===== config.mk =====
export PLATFORM = sky130hd
export DESIGN_NAME = alu_result_buffer
export DESIGN_NICKNAME = d
export VERILOG_FILES = /design/src/rtl/alu_pkg.sv /design/src/rtl/alu_flag_gen.sv /design/src/rtl/alu_result_buffer.sv
export SDC_FILE = /design/constraint.sdc
export NUM_CORES = 1
export LEC_CHECK = 0
export CAP_MARGIN = 40
export CELL_PAD_IN_SITES_DETAIL_PLACEMENT = 0
export CELL_PAD_IN_SITES_GLOBAL_PLACEMENT = 1
export CORE_MARGIN = 2
export CORE_UTILIZATION = 35
export DETAILED_ROUTE_END_ITERATION = 10
export GPL_ROUTABILITY_DRIVEN = 0
export GPL_TIMING_DRIVEN = 0
export HOLD_SLACK_MARGIN = 0.1
export PLACE_DENSITY = 0.77
export RECOVER_POWER = 50
export SETUP_SLACK_MARGIN = 0.4
export SYNTH_ARGS = -nofsm -noshare
export SYNTH_HDL_FRONTEND = slang
export SYNTH_SLANG_ARGS = --single-unit
export TNS_END_PERCENT = 10

===== constraint.sdc =====
create_clock -name clk -period 2 [get_ports clk]
set_clock_uncertainty 0.2 [all_clocks]
set_input_delay 0.3 -clock clk [delete_from_list [all_inputs] [get_ports clk]]
set_output_delay 0.3 -clock clk [all_outputs]
set_load 0.01 [all_outputs]

===== src/rtl/alu_pkg.sv =====
// Shared types for the ALU result buffer: word width, the stored entry
// format and the controller state encoding.
// Optional feature macro: ALU_RESULT_PARITY_EN adds a parity bit to each entry.
package alu_pkg;

  localparam int WORD_W = 16;

  // One buffered result. The flags are computed once at push time, so the
  // head outputs come straight from storage with no logic after the register.
  typedef struct packed {
    logic [WORD_W-1:0] data;
    logic              zero;
    logic              neg;
`ifdef ALU_RESULT_PARITY_EN
    logic              parity;
`endif
  } entry_t;

  // The encoding doubles as the occupancy count driven on the port.
  typedef enum logic [1:0] {
    ST_EMPTY = 2'd0,
    ST_ONE   = 2'd1,
    ST_FULL  = 2'd2
  } state_t;

endpackage


===== src/rtl/alu_flag_gen.sv =====
// Combinational flag generator on the push path: zero, sign and (optionally)
// even parity of the incoming result word.
// Optional feature macro: ALU_RESULT_PARITY_EN enables the o_parity output.
module alu_flag_gen #(
  parameter int WIDTH = 16
) (
  input  logic [WIDTH-1:0] i_data,
  output logic             o_zero,
  output logic             o_neg
`ifdef ALU_RESULT_PARITY_EN
  ,
  output logic             o_parity
`endif
);

  // Flags are pure functions of the word.
  always_comb begin
    o_zero = (i_data == '0);
    o_neg  = i_data[WIDTH-1];
  end

`ifdef ALU_RESULT_PARITY_EN
  // XOR reduction: 1 when the word has an odd number of set bits.
  always_comb begin
    o_parity = ^i_data;
  end
`endif

endmodule


===== src/rtl/alu_result_buffer.sv =====
// Two-entry FIFO that decouples the ALU result mux from its consumer.
// Each entry carries the word and its precomputed flags; all head outputs and
// in_ready are driven from registered state only.
// Optional feature macro: ALU_RESULT_PARITY_EN adds the out_parity port.
module alu_result_buffer
  import alu_pkg::*;
#(
  parameter int WIDTH = WORD_W
) (
  input  logic             clk,
  input  logic             rst,
  input  logic [WIDTH-1:0] in_data,
  input  logic             in_valid,
  output logic             in_ready,
  input  logic             flush,
  output logic [WIDTH-1:0] out_data,
  output logic             out_zero,
  output logic             out_neg,
  output logic             out_valid,
  input  logic             out_ready,
  output logic [1:0]       occupancy
`ifdef ALU_RESULT_PARITY_EN
  ,
  output logic             out_parity
`endif
);

  state_t r_state;
  state_t w_state_next;
  entry_t r_mem [0:1];
  logic   r_wptr;
  logic   r_rptr;

  logic   w_push;
  logic   w_pop;
  logic   w_zero;
  logic   w_neg;
  entry_t w_entry;
`ifdef ALU_RESULT_PARITY_EN
  logic   w_parity;
`endif

  alu_flag_gen #(
    .WIDTH (WIDTH)
  ) u_flag_gen (
    .i_data   (in_data),
    .o_zero   (w_zero),
    .o_neg    (w_neg)
`ifdef ALU_RESULT_PARITY_EN
    ,
    .o_parity (w_parity)
`endif
  );

  // Handshakes and status, all derived from the registered state.
  always_comb begin
    in_ready  = (r_state != ST_FULL);
    out_valid = (r_state != ST_EMPTY);
    occupancy = r_state;
    w_push    = in_valid && in_ready;
    w_pop     = out_valid && out_ready;
  end

  // Assemble the entry to be stored from the incoming word and its flags.
  always_comb begin
    w_entry      = '0;
    w_entry.data = in_data;
    w_entry.zero = w_zero;
    w_entry.neg  = w_neg;
`ifdef ALU_RESULT_PARITY_EN
    w_entry.parity = w_parity;
`endif
  end

  // Controller next state: occupancy moves by push/pop, flush empties.
  always_comb begin
    w_state_next = r_state;
    case (r_state)
      ST_EMPTY: if (w_push) w_state_next = ST_ONE;
      ST_ONE: begin
        if (w_push && !w_pop)      w_state_next = ST_FULL;
        else if (w_pop && !w_push) w_state_next = ST_EMPTY;
      end
      ST_FULL:  if (w_pop) w_state_next = ST_ONE;
      default:  w_state_next = ST_EMPTY;
    endcase
    if (flush) begin
      w_state_next = ST_EMPTY;
    end
  end

  // Controller state register.
  always_ff @(posedge clk) begin
    if (rst) begin
      r_state <= ST_EMPTY;
    end else begin
      r_state <= w_state_next;
    end
  end

  // Entry storage and 1-bit pointers; flush realigns both pointers to slot 0.
  always_ff @(posedge clk) begin
    if (rst) begin
      for (int i = 0; i < 2; i++) begin
        r_mem[i] <= '0;
      end
      r_wptr <= 1'b0;
      r_rptr <= 1'b0;
    end else if (flush) begin
      r_wptr <= 1'b0;
      r_rptr <= 1'b0;
    end else begin
      if (w_push) begin
        r_mem[r_wptr] <= w_entry;
        r_wptr        <= ~r_wptr;
      end
      if (w_pop) begin
        r_rptr <= ~r_rptr;
      end
    end
  end

  // Head outputs are a register select only; they hold while stalled.
  always_comb begin
    out_data = r_mem[r_rptr].data;
    out_zero = r_mem[r_rptr].zero;
    out_neg  = r_mem[r_rptr].neg;
`ifdef ALU_RESULT_PARITY_EN
    out_parity = r_mem[r_rptr].parity;
`endif
  end

endmodule


==> results of run 1 <==
cells in the final DEF (no fill, tap or decap), types with 2 or more instances in the layout:
master / count
buf_4: 8
o21ai_0: 2
and2_0: 3
or2_2: 2
buf_2: 2
dlygate4sd3_1: 2
nor4_4: 2
or2_4: 4
and2_1: 23
inv_2: 2
and2_2: 6
mux2_4: 11
buf_6: 15
clkdlybuf4s50_1: 17
nor2_1: 5
dlymetal6s2s_1: 3
clkbuf_8: 5
dfxtp_1: 3
clkbuf_2: 5
clkbuf_1: 7
buf_12: 3
nor4_1: 4
dfxtp_2: 2
mux2_2: 6
edfxtp_1: 34
nor3_1: 2
through the flow:
| step | instances | util | worst slack [ps] |
|---|---|---|---|
| 2_1_floorplan | 127 | - | 292 |
| 3_5_place_dp | 239 | 0.460 | -433 |
| 4_1_cts | 270 | 0.535 | 78.0 |
| 5_1_grt | 271 | 0.533 | 32.0 |
| 3_3_place_gp | 239 | 0.460 | -401 |
| 6_report | 271 | 0.533 | 79.8 |
worst max-delay path, delay by kind of cell, from the launching register on:
| family | cells | cell delay [ps] |
|---|---|---|
| buffers and inverters | 4 | 500 |
| flip-flops | 1 | 320 |
| multiplexers | 1 | 300 |
power groups by stage:
stage	Clock [mW]	Sequential, mW	Combinational, mW
finish	0.658	0.935	0.239
global route	0.703	0.938	0.257
CTS	0.666	0.935	0.240
detailed placement	0	0.952	0.213
global placement	0	0.949	0.208
floorplan	0	0.949	0.0922
metal layers:
layer | vias up | wire, um | share of wire | track usage
li1 | 614 | - | - | -
met1 | 616 | 1610 | 0.38 | 0.169
met2 | 36 | 2350 | 0.56 | 0.296
met3 | 6 | 210 | 0.050 | 0.0397
met4 | 0 | 37 | 0.0088 | 0.0409
met5 | - | 0 | 0 | 0
final cells by class:
type / count / area, um^2
clock inverters: 3 / 43.8
fillers: 449 / 2360
clock buffers: 5 / 68.8
well taps: 70 / 87.6
plain buffers: 6 / 61.3
repair buffers: 62 / 597
inverters: 3 / 11.3
flip-flops and latches: 39 / 1120
multi-input cells: 83 / 692
logic make-up (layout without fill, tap and decap cells):
group / count (synthesis) / in the layout / share of synthesized area
adders and majority gates: 1 / 1 / 0.00692
DFF: 39 / 39 / 0.621
xor gates and xnor gates: 1 / 1 / 0.00485
AOI/OAI and AO/OA: 5 / 5 / 0.0180
and+or+nand+nor: 54 / 58 / 0.204
muxes: 18 / 18 / 0.111
buffers and inverters: 9 / 79 / 0.0346
registers in the layout, indices dropped and copies added, names as in the netlist, named ones only:
register   flops
occupancy      2
r_mem         34
r_wptr         1
r_rptr         1
final timing paths:
check                                  start           to  slack [ps]  cells after the start
worst min register to register        r_rptr     register         320                      2
worst min-delay path                in_valid       r_wptr         160                      3
worst max register to register  occupancy[1]  r_mem[1][4]         100                      7
worst max-delay path                register  out_data[6]          80                      5
timing repair:
action                     in CTS  in global routing
setup endpoints to repair      92                 92
pin swaps                       4                  4
buffers inserted               18                  1
gates cloned                    5                  0
gates resized for setup        92                 17
==> qor.yml, run 1 <==
setup_path:
  crit_chain: "buf_6 -> buf_12 -> buf_8 -> mux2_4 -> buf_6"
  max_stage_delay_ps: 320
  arrival_ps: 1420
  path_class: "reg -> out"
  cpMaxStageDelayCell: "dfxtp_2"
  critPathMaxFanout: 5
  path_common_cell: "buf_6"
  endpoint_kind: "primary output"
  cp.required_ps: 1500
  crit_path_start_kind: "register"
yosys:
  synth_top_area_frac: 0.565
  ys_ff_latch: 39
  seq_area_frac_synth: 0.620
  synth_most_common_cell: "edfxtp_1"
  synth_common_cells: "34 x edfxtp_1, 26 x and2_1, 17 x mux2_2, 6 x and2_2"
  yosys.area.top_type: "edfxtp_1"
  synth_area_mm2: 0.00181
  synth_cells: 127
  synth_cell_types: 28
  yosysWarnings: 0
  synth.avg_cell_area_um2: 14.2
  synth_nets: 149
  synth-edff-count: 34
  ys_dominant_reg_cell: "edfxtp_1"
  synthArstFlopShare: 0
  yosys-top-cells-area: "edfxtp_1 57%, mux2_2 11%, and2_1 9.0%"
global_routing:
  grt_usage: 0.155
  grt_pass1_vias: 1321
  grt_overflow: 0
  antenna_found_initial: 0
  grt_pass1_wl_um: 6420
  grt_max_degree: 14
floorplan:
  die-height_um: 75.8
  die_area_mm2: 0.00575
  die_w_um: 75.8
  rows: 26
  coreArea_mm2: 0.00504
  initial_core_util: 0.358
  io_pins: 43
power_and_ir_drop:
  power_leakage_nw: 1.07
  pwr-share-seq: 0.510
  power_mw: 1.83
  p_switching_mw: 0.399
  p_comb_frac: 0.130
  power.internal_mw: 1.43
  power_density_mw_per_mm2: 682
  swShare: 0.218
  vdd_drop_max_mv: 0.466
  power_frac_clock: 0.359
placement:
  place_area_mm2: 0.00232
  dp.final_hpwl_um: 2520
  port_buffers: 42
drt:
  ant_nets: 0
  first_pass_iters: 4
  post_drt_wl_per_cell_um: 15.6
  totalWireLength_um: 4220
  drtIter0Drc: 53
  dr_total_vias: 1272
  via_per_inst: 4.69
  drc: 0
clocking:
  clockRootBuffer: "clkbuf_8"
  htree_num_levels: 2
  clk_pin_slew_ps: 80
  cts_hold_buf: 0
  worstSkewPairLatency_ps: 290
  cts.path.max_buffers: 2
  cts_buffers: 5
  clock_sinks: 39
  cts_tree: "yes"
timing:
  max_freq_mhz: 521
  hold_viol: 0
  finalCriticalPeriod_ps: 1920
  setup_viol: 0
  holdWs_ps: 164
  drv_slew: 0
  rsz0062_at_grt: "yes"
  final.setup.tns_ps: 0
  tightestPinTransition_ps: 453
  fin_crit_sh: 0.960
  max_slew_margin: 0.695
finish:
  fin_nets: 222
  drive_above_1_share: 0.398
  area_delta_synth_final_pct: 48.6
  diodes: 0
  postLayoutCellArea_mm2: 0.00269
outcome:
  status: "finished, final reports clean"
job:
  drv_cap: 0
min_path:
  hold_path_class: "in -> reg"
Note: power is estimated with default switching activity, not from simulation.
==> run 2, diff against run 1 <==
GPL_ROUTABILITY_DRIVEN = 1   (was 0)
RECOVER_POWER = 100   (was 50)
==> qor.yml, run 2 (synthesis results as in run 1) <==
outcome:
  status: "finished, final reports clean"
placement:
  dp.final_hpwl_um: 2520
  gp_congestion: 0.687
  port_buffers: 42
  dp_cells: 239
timing:
  tightestPinTransition_ps: 469
  finalCriticalPeriod_ps: 1940
  max_freq_mhz: 516
  rsz0062_at_grt: "yes"
  setup_viol: 0
  fin_crit_sh: 0.969
  drv_slew: 0
  max_slew_margin: 0.684
  hold_viol: 0
global_routing:
  grt_usage: 0.155
  antenna_found_initial: 0
  grt_pass1_vias: 1321
  grt_overflow: 0
  grt_max_degree: 14
  grt_pass1_wl_um: 6420
drt:
  ant_nets: 0
  dr_total_vias: 1274
  first_pass_iters: 4
  post_drt_wl_per_cell_um: 15.5
  totalWireLength_um: 4210
  drtIter0Drc: 56
  via_per_inst: 4.70
  drc: 0
finish:
  diodes: 0
  area_delta_synth_final_pct: 46.3
  fin_nets: 222
  drive_above_1_share: 0.363
  instances_no_fill: 271
  regMostFlops: "r_mem"
  final_cell_mix: "34 x edfxtp_1, 19 x and2_1, 16 x clkdlybuf4s50_1"
  fin_util: 0.524
  layout_commonest_cell: "edfxtp_1"
  largest_reg_flops: 34
setup_path:
  endpoint_kind: "primary output"
  cpMaxStageDelayCell: "dfxtp_1"
  crit_chain: "buf_6 -> buf_12 -> mux2_2 -> clkdlybuf4s15_1"
  path_class: "reg -> out"
  arrival_ps: 1440
  critPathMaxFanout: 4
  crit_path_start_kind: "register"
  cp.required_ps: 1500
  max_stage_delay_ps: 330
min_path:
  hold_path_class: "in -> reg"
floorplan:
  initial_core_util: 0.358
  coreArea_mm2: 0.00504
  die_w_um: 75.8
  die_area_mm2: 0.00575
  io_pins: 43
  rows: 26
  die-height_um: 75.8
clocking:
  cts_buffers: 5
  cts.path.max_buffers: 2
  clk_pin_slew_ps: 80
  clock_sinks: 39
  htree_num_levels: 2
  worstSkewPairLatency_ps: 290
  clockRootBuffer: "clkbuf_8"
  cts_tree: "yes"
job:
  drv_cap: 0
power_and_ir_drop:
  vdd_drop_max_mv: 0.466
  power_leakage_nw: 1.05
  power_density_mw_per_mm2: 689
==> run 2: worst paths after layout <==
| path | from | to | slack [ps] | cells past startpoint |
|---|---|---|---|---|
| hold reg to reg | r_rptr | register | 320 | 2 |
| setup reg to reg | occupancy[1] | r_mem[1][16] | 90 | 7 |
| setup / recovery | register | out_data[4] | 60 | 4 |
| hold / removal | in_valid | r_wptr | 160 | 3 |
==> run 2: through the flow <==
| stage | total power [mW] | setup TNS (ps) | area, um^2 | worst slack, ps | hold slack, ps |
|---|---|---|---|---|---|
| 2_1_floorplan | 1.04 | 0 | 1810 | 292 | 239 |
| 3_3_place_gp | 1.16 | -18040 | 2320 | -401 | 292 |
| 3_5_place_dp | 1.16 | -19250 | 2320 | -433 | 302 |
| 4_1_cts | 1.84 | 0 | 2700 | 78.0 | 320 |
| 5_1_grt | 1.89 | 0 | 2640 | 29.1 | 164 |
| 6_report | 1.82 | 0 | 2640 | 61.7 | 163 |
==> run 2: cell type report <==
class,instances,area [um^2]
clock buffers,5,68.8
flip-flops and latches,39,1120
plain buffers,6,57.6
clock inverters,3,43.8
inverters,3,11.3
multi-input cells,83,688
well taps,70,87.6
fillers,461,2400
repair buffers,62,563
==> run 2: what timing repair did <==
item,CTS,global route
gates resized for setup,92,17
setup endpoints to repair,92,92
pin swaps,4,4
setup buffers,18,1
gates cloned,5,0
hold buffers,0,0
==> run 2: report_power, final <==
group          total [mW]  switching (mW)  internal (mW)
logic               0.228          0.0991          0.129
clock network       0.659           0.287          0.372
registers           0.934          0.0126          0.922
total                1.82           0.399           1.42
==> run 2: metal layers <==
| metal | vias up | wire, um | track usage |
|---|---|---|---|
| met5 | - | 0 | 0 |
| met4 | 0 | 37 | 0.0409 |
| met3 | 6 | 184 | 0.0397 |
| met2 | 35 | 2340 | 0.296 |
| met1 | 622 | 1640 | 0.169 |
| li1 | 611 | - | - |
==> run 2: critical path: cells and delay by family (launching register included) <==
family / cells / cell delay (ps)
buffers and inverters: 3 / 490
flip-flops: 1 / 330
multiplexers: 1 / 330
==> run 3, diff against run 2 <==
==> constraint.sdc (replaced) <==
create_clock -name clk -period 2 [get_ports clk]
set_clock_uncertainty 0.2 [all_clocks]
set_input_delay 0.4 -clock clk [delete_from_list [all_inputs] [get_ports clk]]
set_output_delay 0.4 -clock clk [all_outputs]
set_load 0.01 [all_outputs]
==> qor.yml, run 3 (synthesis results as in run 1) <==
power_and_ir_drop:
  power_density_mw_per_mm2: 657
  vdd_drop_max_mv: 0.372
  power_leakage_nw: 1.15
  power_mw: 1.85
floorplan:
  die_w_um: 75.8
  rows: 26
  coreArea_mm2: 0.00504
  die-height_um: 75.8
  io_pins: 43
  die_area_mm2: 0.00575
  initial_core_util: 0.358
placement:
  gp_congestion: 0.687
  port_buffers: 42
  dp.final_hpwl_um: 2520
timing:
  tightestPinTransition_ps: 410
  fin_crit_sh: 1.01
  drv_slew: 0
  max_slew_margin: 0.727
  setup_slack_ps: -12.9
  setup_viol: 11
  hold_viol: 0
  rsz0062_at_grt: "yes"
  holdWs_ps: 313
  finalCriticalPeriod_ps: 2010
  max_freq_mhz: 497
setup_path:
  critPathMaxFanout: 5
  endpoint_kind: "primary output"
  cp.required_ps: 1400
  path_common_cell: "buf_6"
  arrival_ps: 1410
  cpMaxStageDelayCell: "dfxtp_2"
  cp-endpoint: "out_data[6]"
  crit_path_start_kind: "register"
  path_class: "reg -> out"
  crit_chain: "buf_6 -> buf_12 -> buf_8 -> mux2_4 -> buf_6"
  worstReg2RegStart: "occupancy[1]"
  max_stage_delay_ps: 320
  rrSetupSlack_ps: 40
  rr_worst_depth: 7
  r2r_end: "r_mem[1][10]"
job:
  drv_cap: 0
drt:
  routedLengthMet1_um: 1630
  drtIter0Drc: 31
  met3_length_um: 164
  ant_nets: 0
  totalWireLength_um: 4400
  highest_layer: "met4"
  post_drt_wl_per_cell_um: 16.3
  dr_total_vias: 1260
  drc: 0
  wl_met2_um: 2590
  first_pass_iters: 3
  via_per_inst: 4.67
global_routing:
  grt_max_degree: 14
  grt_overflow: 0
  grt_pass1_vias: 1349
  grt_pass1_wl_um: 6690
  antenna_found_initial: 0
  grt_usage: 0.164
finish:
  regArea_mm2: 0.00113
  nFillCells: 434
  multi_input_area_um2: 817
  final_cell_mix: "34 x edfxtp_1, 32 x and2_4, 25 x buf_6"
  area_delta_synth_final_pct: 56.0
  fin_nets: 221
  regMostFlops: "r_mem"
  largest_reg_flops: 34
  layout_commonest_cell: "edfxtp_1"
  diodes: 0
  drive_above_1_share: 0.545
clocking:
  worstSkewPairLatency_ps: 280
  cts.path.max_buffers: 2
  htree_num_levels: 2
  cts_buffers: 5
  clk_pin_slew_ps: 80
  clock_sinks: 39
  cts_tree: "yes"
  clockRootBuffer: "clkbuf_8"
outcome:
  status: "finished, violations left"
  violations: "negative setup slack"
min_path:
  hold_depth: 2
  hold_path_class: "in -> reg"
[run 3: repair_timing]
item	4_1_cts	5_1_grt
gates resized for setup	181	32
setup buffers	18	0
hold buffers	0	0
cloned	5	0
endpoints found under the setup margin	92	91
pin swaps	36	20
[run 3: cell type report]
type / count / share of cell area
Tap cell: 70 / 0.0311
Clock inverter: 3 / 0.0155
Inverter: 3 / 0.00399
Multi-Input combinational cell: 83 / 0.290
Buffer: 6 / 0.0182
Clock buffer: 5 / 0.0244
Sequential cell: 39 / 0.399
Timing Repair Buffer: 61 / 0.217
[run 3: critical path: cells and delay by family (launching register included)]
kind / cells / cell delay (ps)
mux: 1 / 300
buf+inv: 4 / 500
flops: 1 / 320
[run 3: how the worst min path moves through the flow]
stage	slack [ps]	from	to
floorplan	270	r_rptr	register
global placement	290	r_rptr	r_rptr
detailed placement	300	r_rptr	register
CTS	280	rst	r_mem[0][2]
global route	310	rst	r_mem[1][13]
finish	310	rst	r_mem[1][13]
[run 3: per-layer routing]
metal,GRT usage,vias to the layer above
met5,0,-
met4,0.0351,0
met3,0.0489,2
met2,0.323,22
met1,0.168,629
li1,-,607
[run 3: per-stage QoR]
stage	setup TNS, ps	util	cell area, um^2	worst slack, ps	instances
after floorplan	0	-	1810	192	127
after global placement	-25930	0.460	2320	-501	239
after detailed placement	-27270	0.460	2320	-533	239
after CTS	-186	0.564	2840	-21.9	270
after global routing	-867	0.559	2820	-50.0	270
final	-53.5	0.559	2820	-12.9	270
[run 3: power breakdown]
part / leakage, nW / total, mW / internal [mW] / switching [mW]
Clock: 0.0581 / 0.658 / 0.372 / 0.287
Sequential: 0.395 / 0.934 / 0.921 / 0.0133
Combinational: 0.698 / 0.260 / 0.148 / 0.112
